===== config.mk =====
export PLATFORM = sky130hd
export DESIGN_NAME = serial_adder
export DESIGN_NICKNAME = d
export VERILOG_FILES = /design/src/rtl/serial_adder_pkg.sv /design/src/rtl/serial_adder_digit_adder.sv /design/src/rtl/serial_adder.sv
export SDC_FILE = /design/constraint.sdc
export NUM_CORES = 1
export LEC_CHECK = 0
export ABC_AREA = 0
export BUFFER_PORTS_ARGS = -buffer_cell sky130_fd_sc_hd__buf_2
export CAP_MARGIN = 20
export CELL_PAD_IN_SITES_DETAIL_PLACEMENT = 1
export CELL_PAD_IN_SITES_GLOBAL_PLACEMENT = 2
export CORE_ASPECT_RATIO = 2
export CORE_MARGIN = 1.5
export CORE_UTILIZATION = 37
export CTS_BUF_LIST = sky130_fd_sc_hd__clkbuf_8 sky130_fd_sc_hd__clkbuf_16
export DETAILED_ROUTE_END_ITERATION = 8
export PLACE_DENSITY = 0.88
export SYNTH_ARGS = -nofsm -noshare
export SYNTH_HDL_FRONTEND = slang
export SYNTH_HIERARCHICAL = 1
export SYNTH_SLANG_ARGS = --single-unit

===== constraint.sdc =====
create_clock -name clk -period 3.3 [get_ports clk]
set_input_delay 0.33 -clock clk [delete_from_list [all_inputs] [get_ports clk]]
set_output_delay 0.33 -clock clk [all_outputs]
set_load 0.005 [all_outputs]

===== src/rtl/serial_adder_pkg.sv =====
// rtl/serial_adder_pkg.sv - shared FSM state type and sizing helper for serial_adder.
package serial_adder_pkg;

  typedef enum logic [1:0] {
    ST_IDLE = 2'd0,
    ST_RUN  = 2'd1,
    ST_DONE = 2'd2
  } state_t;

  // Digit counter width: clog2 of the step count, never narrower than one bit.
  function automatic int cnt_width(input int width, input int digit);
    int steps;
    steps = width / digit;
    return (steps <= 1) ? 1 : $clog2(steps);
  endfunction

endpackage


===== src/rtl/serial_adder_digit_adder.sv =====
// rtl/serial_adder_digit_adder.sv - combinational DIGIT-bit ripple slice (module digit_adder).
module digit_adder #(
  parameter int DIGIT = 2
) (
  input  logic [DIGIT-1:0] x,
  input  logic [DIGIT-1:0] y,
  input  logic             cin,
  output logic [DIGIT-1:0] s,
  output logic             cout,
  output logic             c_msb
);

  logic [DIGIT:0] c;

  always_comb begin
    s    = '0;
    c    = '0;
    c[0] = cin;
    for (int i = 0; i < DIGIT; i++) begin
      s[i]   = x[i] ^ y[i] ^ c[i];
      c[i+1] = (x[i] & y[i]) | (c[i] & (x[i] ^ y[i]));
    end
  end

  assign cout  = c[DIGIT];
  // Carry into the top bit feeds the signed overflow rule on the final digit.
  assign c_msb = c[DIGIT-1];

endmodule


===== src/rtl/serial_adder.sv =====
// rtl/serial_adder.sv - digit-serial adder with valid/ready handshakes; SERIAL_ADDER_SUB_EN adds a subtract port.
module serial_adder
  import serial_adder_pkg::*;
#(
  parameter int WIDTH = 8,
  parameter int DIGIT = 2
) (
  input  logic             clk,
  input  logic             rst_n,
  input  logic             in_valid,
  output logic             in_ready,
  input  logic [WIDTH-1:0] a,
  input  logic [WIDTH-1:0] b,
  input  logic             is_signed,
`ifdef SERIAL_ADDER_SUB_EN
  input  logic             sub,
`endif
  output logic             out_valid,
  input  logic             out_ready,
  output logic [WIDTH-1:0] sum,
  output logic             carry_out,
  output logic             overflow
);

  localparam int STEPS = WIDTH / DIGIT;
  localparam int CW    = cnt_width(WIDTH, DIGIT);
  localparam logic [CW-1:0] LAST = CW'(STEPS - 1);

  if (DIGIT < 1 || DIGIT > WIDTH || (WIDTH % DIGIT) != 0) begin : g_param_check
    $error("serial_adder: DIGIT must divide WIDTH and lie in 1..WIDTH");
  end

  state_t           state_q, state_d;
  logic [WIDTH-1:0] a_q, a_d, b_q, b_d, sum_q, sum_d;
  logic [CW-1:0]    cnt_q, cnt_d;
  logic             signed_q, signed_d, carry_q, carry_d;
  logic             cout_q, cout_d, ovf_q, ovf_d;
  logic             sub_q, sub_d;

  logic [DIGIT-1:0] s_w;
  logic             cout_w, cmsb_w;
  logic [WIDTH-1:0] sum_shift;

  digit_adder #(.DIGIT(DIGIT)) u_digit (
    .x    (a_q[DIGIT-1:0]),
    .y    (b_q[DIGIT-1:0]),
    .cin  (carry_q),
    .s    (s_w),
    .cout (cout_w),
    .c_msb(cmsb_w)
  );

  // New digits enter at the top so that after STEPS shifts the LSB digit sits at bit 0.
  if (DIGIT == WIDTH) begin : g_one_step
    assign sum_shift = s_w;
  end else begin : g_multi_step
    assign sum_shift = {s_w, sum_q[WIDTH-1:DIGIT]};
  end

  always_comb begin
    state_d  = state_q;
    a_d      = a_q;
    b_d      = b_q;
    sum_d    = sum_q;
    cnt_d    = cnt_q;
    signed_d = signed_q;
    carry_d  = carry_q;
    cout_d   = cout_q;
    ovf_d    = ovf_q;
    sub_d    = sub_q;
    case (state_q)
      ST_IDLE: begin
        if (in_valid) begin
          a_d      = a;
          b_d      = b;
          carry_d  = 1'b0;
          sub_d    = 1'b0;
`ifdef SERIAL_ADDER_SUB_EN
          sub_d    = sub;
          if (sub) begin
            b_d     = ~b;
            carry_d = 1'b1;
          end
`endif
          signed_d = is_signed;
          cnt_d    = '0;
          state_d  = ST_RUN;
        end
      end
      ST_RUN: begin
        sum_d   = sum_shift;
        a_d     = a_q >> DIGIT;
        b_d     = b_q >> DIGIT;
        carry_d = cout_w;
        cnt_d   = cnt_q + 1'b1;
        if (cnt_q == LAST) begin
          cout_d  = cout_w;
          // Unsigned subtract reports a borrow, which is the inverted carry.
          ovf_d   = signed_q ? (cmsb_w ^ cout_w) : (cout_w ^ sub_q);
          state_d = ST_DONE;
        end
      end
      ST_DONE: begin
        if (out_ready) state_d = ST_IDLE;
      end
      default: state_d = ST_IDLE;
    endcase
  end

  always_ff @(posedge clk or negedge rst_n) begin
    if (!rst_n) begin
      state_q  <= ST_IDLE;
      a_q      <= '0;
      b_q      <= '0;
      sum_q    <= '0;
      cnt_q    <= '0;
      signed_q <= 1'b0;
      carry_q  <= 1'b0;
      cout_q   <= 1'b0;
      ovf_q    <= 1'b0;
      sub_q    <= 1'b0;
    end else begin
      state_q  <= state_d;
      a_q      <= a_d;
      b_q      <= b_d;
      sum_q    <= sum_d;
      cnt_q    <= cnt_d;
      signed_q <= signed_d;
      carry_q  <= carry_d;
      cout_q   <= cout_d;
      ovf_q    <= ovf_d;
      sub_q    <= sub_d;
    end
  end

  assign in_ready  = (state_q == ST_IDLE);
  assign out_valid = (state_q == ST_DONE);
  assign sum       = sum_q;
  assign carry_out = cout_q;
  assign overflow  = ovf_q;

endmodule


==> metrics.md <==
| Metric | Value |
|---|---|
| Hold crit path type | `input pin to asynchronous set/reset pin` |
| Skew final | `0.005487 ns` |
| Synth Instances | `124` |
| Yosys cell types | `29` |
| DP Area | `1655 µm²` |
| HPWL after DPL | `2367 µm` |
| Run status | `complete, no violations` |
| Max-slew violations | `0` |
| Fin nets | `181` |
| Final setup fails | `0` |
| Final Cell Area | `1745 µm²` |
| RSZ-0062 raised after global routing | `false` |
| Critical R2R Capture | `sum[7]` |
| Final Cycle Share | `0.6030` |
| Worst EP required | `3.47 ns` |
| Worst slew pin tran | `0.7377 ns` |
| EDFF count, synth | `0` |
| Total track usage | `0.1799` |
| Largest area contributor in the netlist | `dfrtp_1` |
| Io pins | `33` |
| IO buf count | `32` |
| Setup Crit Path Kind | `flop to flop` |
| Sequential element share of the synthesized area | `0.5461` |
| CTS Sinks | `32` |
| Worst setup margin | `1.310 ns` |
| Area contributors post-synth | `dfrtp_1, mux2_2, a221o_1, nand2b_1, o21ai_0` |
| Initial core utilization | `0.3815` |
| Final wirelength | `3254 µm` |
| Reg2reg path depth | `3` |
| Drt drc | `0` |
| Yosys warns | `6` |
| Via count | `1082` |
| Clock slew at reported path FFs | `0.06 ns` |
| RD Place Congestion | `0.6685` |
| Post-synth top area share | `0.5461` |
| Ant diodes | `0` |
| Rel. slew slack | `0.5064` |
| Mapped cell area | `1466 µm²` |
| ANT nets after route | `0` |
| Crit path time final | `1.990 ns` |
| Static leakage | `0.8266 nW` |
| Final count of hold timing violations | `0` |
| Total power | `1.732 mW` |
| Die area | `4373 µm²` |
| CTS tree | `built` |
| Die height | `92.03 µm` |
| Post-place setup slack | `1.316 ns` |
| Setup tns final | `0 ns` |
| Post-CTS sizing | `0` |
| Most frequent cell after synthesis | `dfrtp_1` |
| CP Launch Type | `flop` |
| Initial antenna violation count | `0` |
| Clock latency at the later pin of the worst-skew pair | `0.29 ns` |
| Initial DRT Pass Iterations | `4` |
| Worst r2r src | `state_q[1]` |
| Worst hold margin | `0.09644 ns` |
| Drt wl/cell | `15.57 µm` |
| FILL cells | `450` |
| Share of synthesized flip-flops with an asynchronous set or reset | `1.000` |
| #FFs+latches synth | `32` |
| Synth cell count leaders | `dfrtp_1, nand2_1, nand2b_1, o21ai_0, mux2_2` |
| Arr. time, crit path | `2.16 ns` |
| Global route overflow | `0` |
| Vias in the first global route | `1170` |
| Post-CTS repair timing setup buffer count | `0` |
| R2R setup slack | `1.31 ns` |
| Vias per inst | `5.177` |
| Largest net degree at the start of global routing | `33` |
| Synth Net Count | `148` |
| # rows | `32` |
| Synth-to-Final Area Change | `19.03%` |
| Root Driver | `clkbuf_8` |
| Mean Syn Cell Area | `11.83 µm²` |
| Iter 0 DRT Violations | `5` |
| Peak VDD IR | `0.0004925 V` |
| Critical path capture point type | `flop` |
| # hold bufs at CTS | `0` |
| CTS Buffer Depth | `2` |
| Crit Path Max Fanout | `25` |
| Global-route wire length before repair | `5520 µm` |
| Number of buffers created by CTS | `5` |
| Main flop type after synthesis | `dfrtp_1` |
| Max_cap viols | `0` |
| Core area | `3844 µm²` |
| Cell Pwr Density | `992.2 nW/µm²` |
| Fmax | `0.5025 GHz` |
| H-tree Lvls | `2` |
| Share of cells above drive strength 1 | `0.3418` |
| DIE WIDTH | `47.52 µm` |
[layout make-up]
cell class              instances  area, µm²  share of cell area
inverters                       3      11.26            0.006452
repair buffers                 33      167.7             0.09606
clock buffers                   6      82.58             0.04731
flip-flops and latches         32      800.8              0.4588
clock inverters                 2      7.507            0.004301
multi-input cells              82      611.8              0.3505
well taps                      51      63.81             0.03656
[kinds of logic after synthesis]
logic type | count (synthesis) | synth area share
buffers and inverters | 10 | 0.03669
adders and majority gates | 3 | 0.03584
muxes | 12 | 0.09727
and+or+nand+nor | 30 | 0.1024
xor gates and xnor gates | 1 | 0.005974
DFF | 32 | 0.5461
AOI/OAI and AO/OA | 36 | 0.1758
[power breakdown]
part / switching, mW / internal [mW]
combinational: 0.305 / 0.379
clock: 0.143 / 0.164
sequential: 0.163 / 0.577
[layout by cell type, fill, tap and decap left out, drive strengths merged]
cell type and instances:
dfrtp 32, a221o 8, a32o 1, inv 5
buf 33, and2 1, a22o 2, clkbuf 6
a2bb2oi 3, nand2 13, ha 1, nor2 4
o21ai 15, a21oi 1, a22oi 1, o31ai 1
fa 2, xnor2 1, nor2b 2, nand2b 10
mux2 12, o22ai 4
[sequential cells by signal (all words and copies together) (netlist names)]
register   flops
state_q        2
overflow       1
carry_q        1
carry_out      1
signed_q       1
cnt_q          2
b_q            8
sum            8
a_q            8
[worst max-delay path by stage]
stage                    start        to  slack, ns
finish              state_q[1]    sum[7]       1.31
global route        state_q[1]    sum[7]       1.15
CTS                 state_q[1]    sum[7]       1.30
detailed placement  state_q[1]    sum[4]       1.32
global placement    state_q[1]    sum[3]       1.40
floorplan               b_q[0]  overflow       1.53
[layer usage]
| layer | share of wire | track usage | up-vias | wire, µm |
|---|---|---|---|---|
| met1 | 0.38 | 0.2167 | 542 | 1229 |
| met5 | 0 | 0 | - | 0 |
| li1 | - | - | 508 | - |
| met2 | 0.55 | 0.2838 | 26 | 1802 |
| met4 | 0.024 | 0.08333 | 0 | 78 |
| met3 | 0.044 | 0.04724 | 6 | 143 |
[per-stage QoR]
step             util  cells
6_report       0.4541    209
5_1_grt        0.4541    209
4_1_cts        0.4541    209
3_5_place_dp   0.4307    201
3_3_place_gp   0.4307    201
2_1_floorplan       -    124
[critical path, stage by stage (launching register included)]
cell and delay, ns:
dfrtp_1 0.64, nor2b_1 0.56, buf_4 0.31, mux2_2 0.36
(Power assumes the default switching activity.)
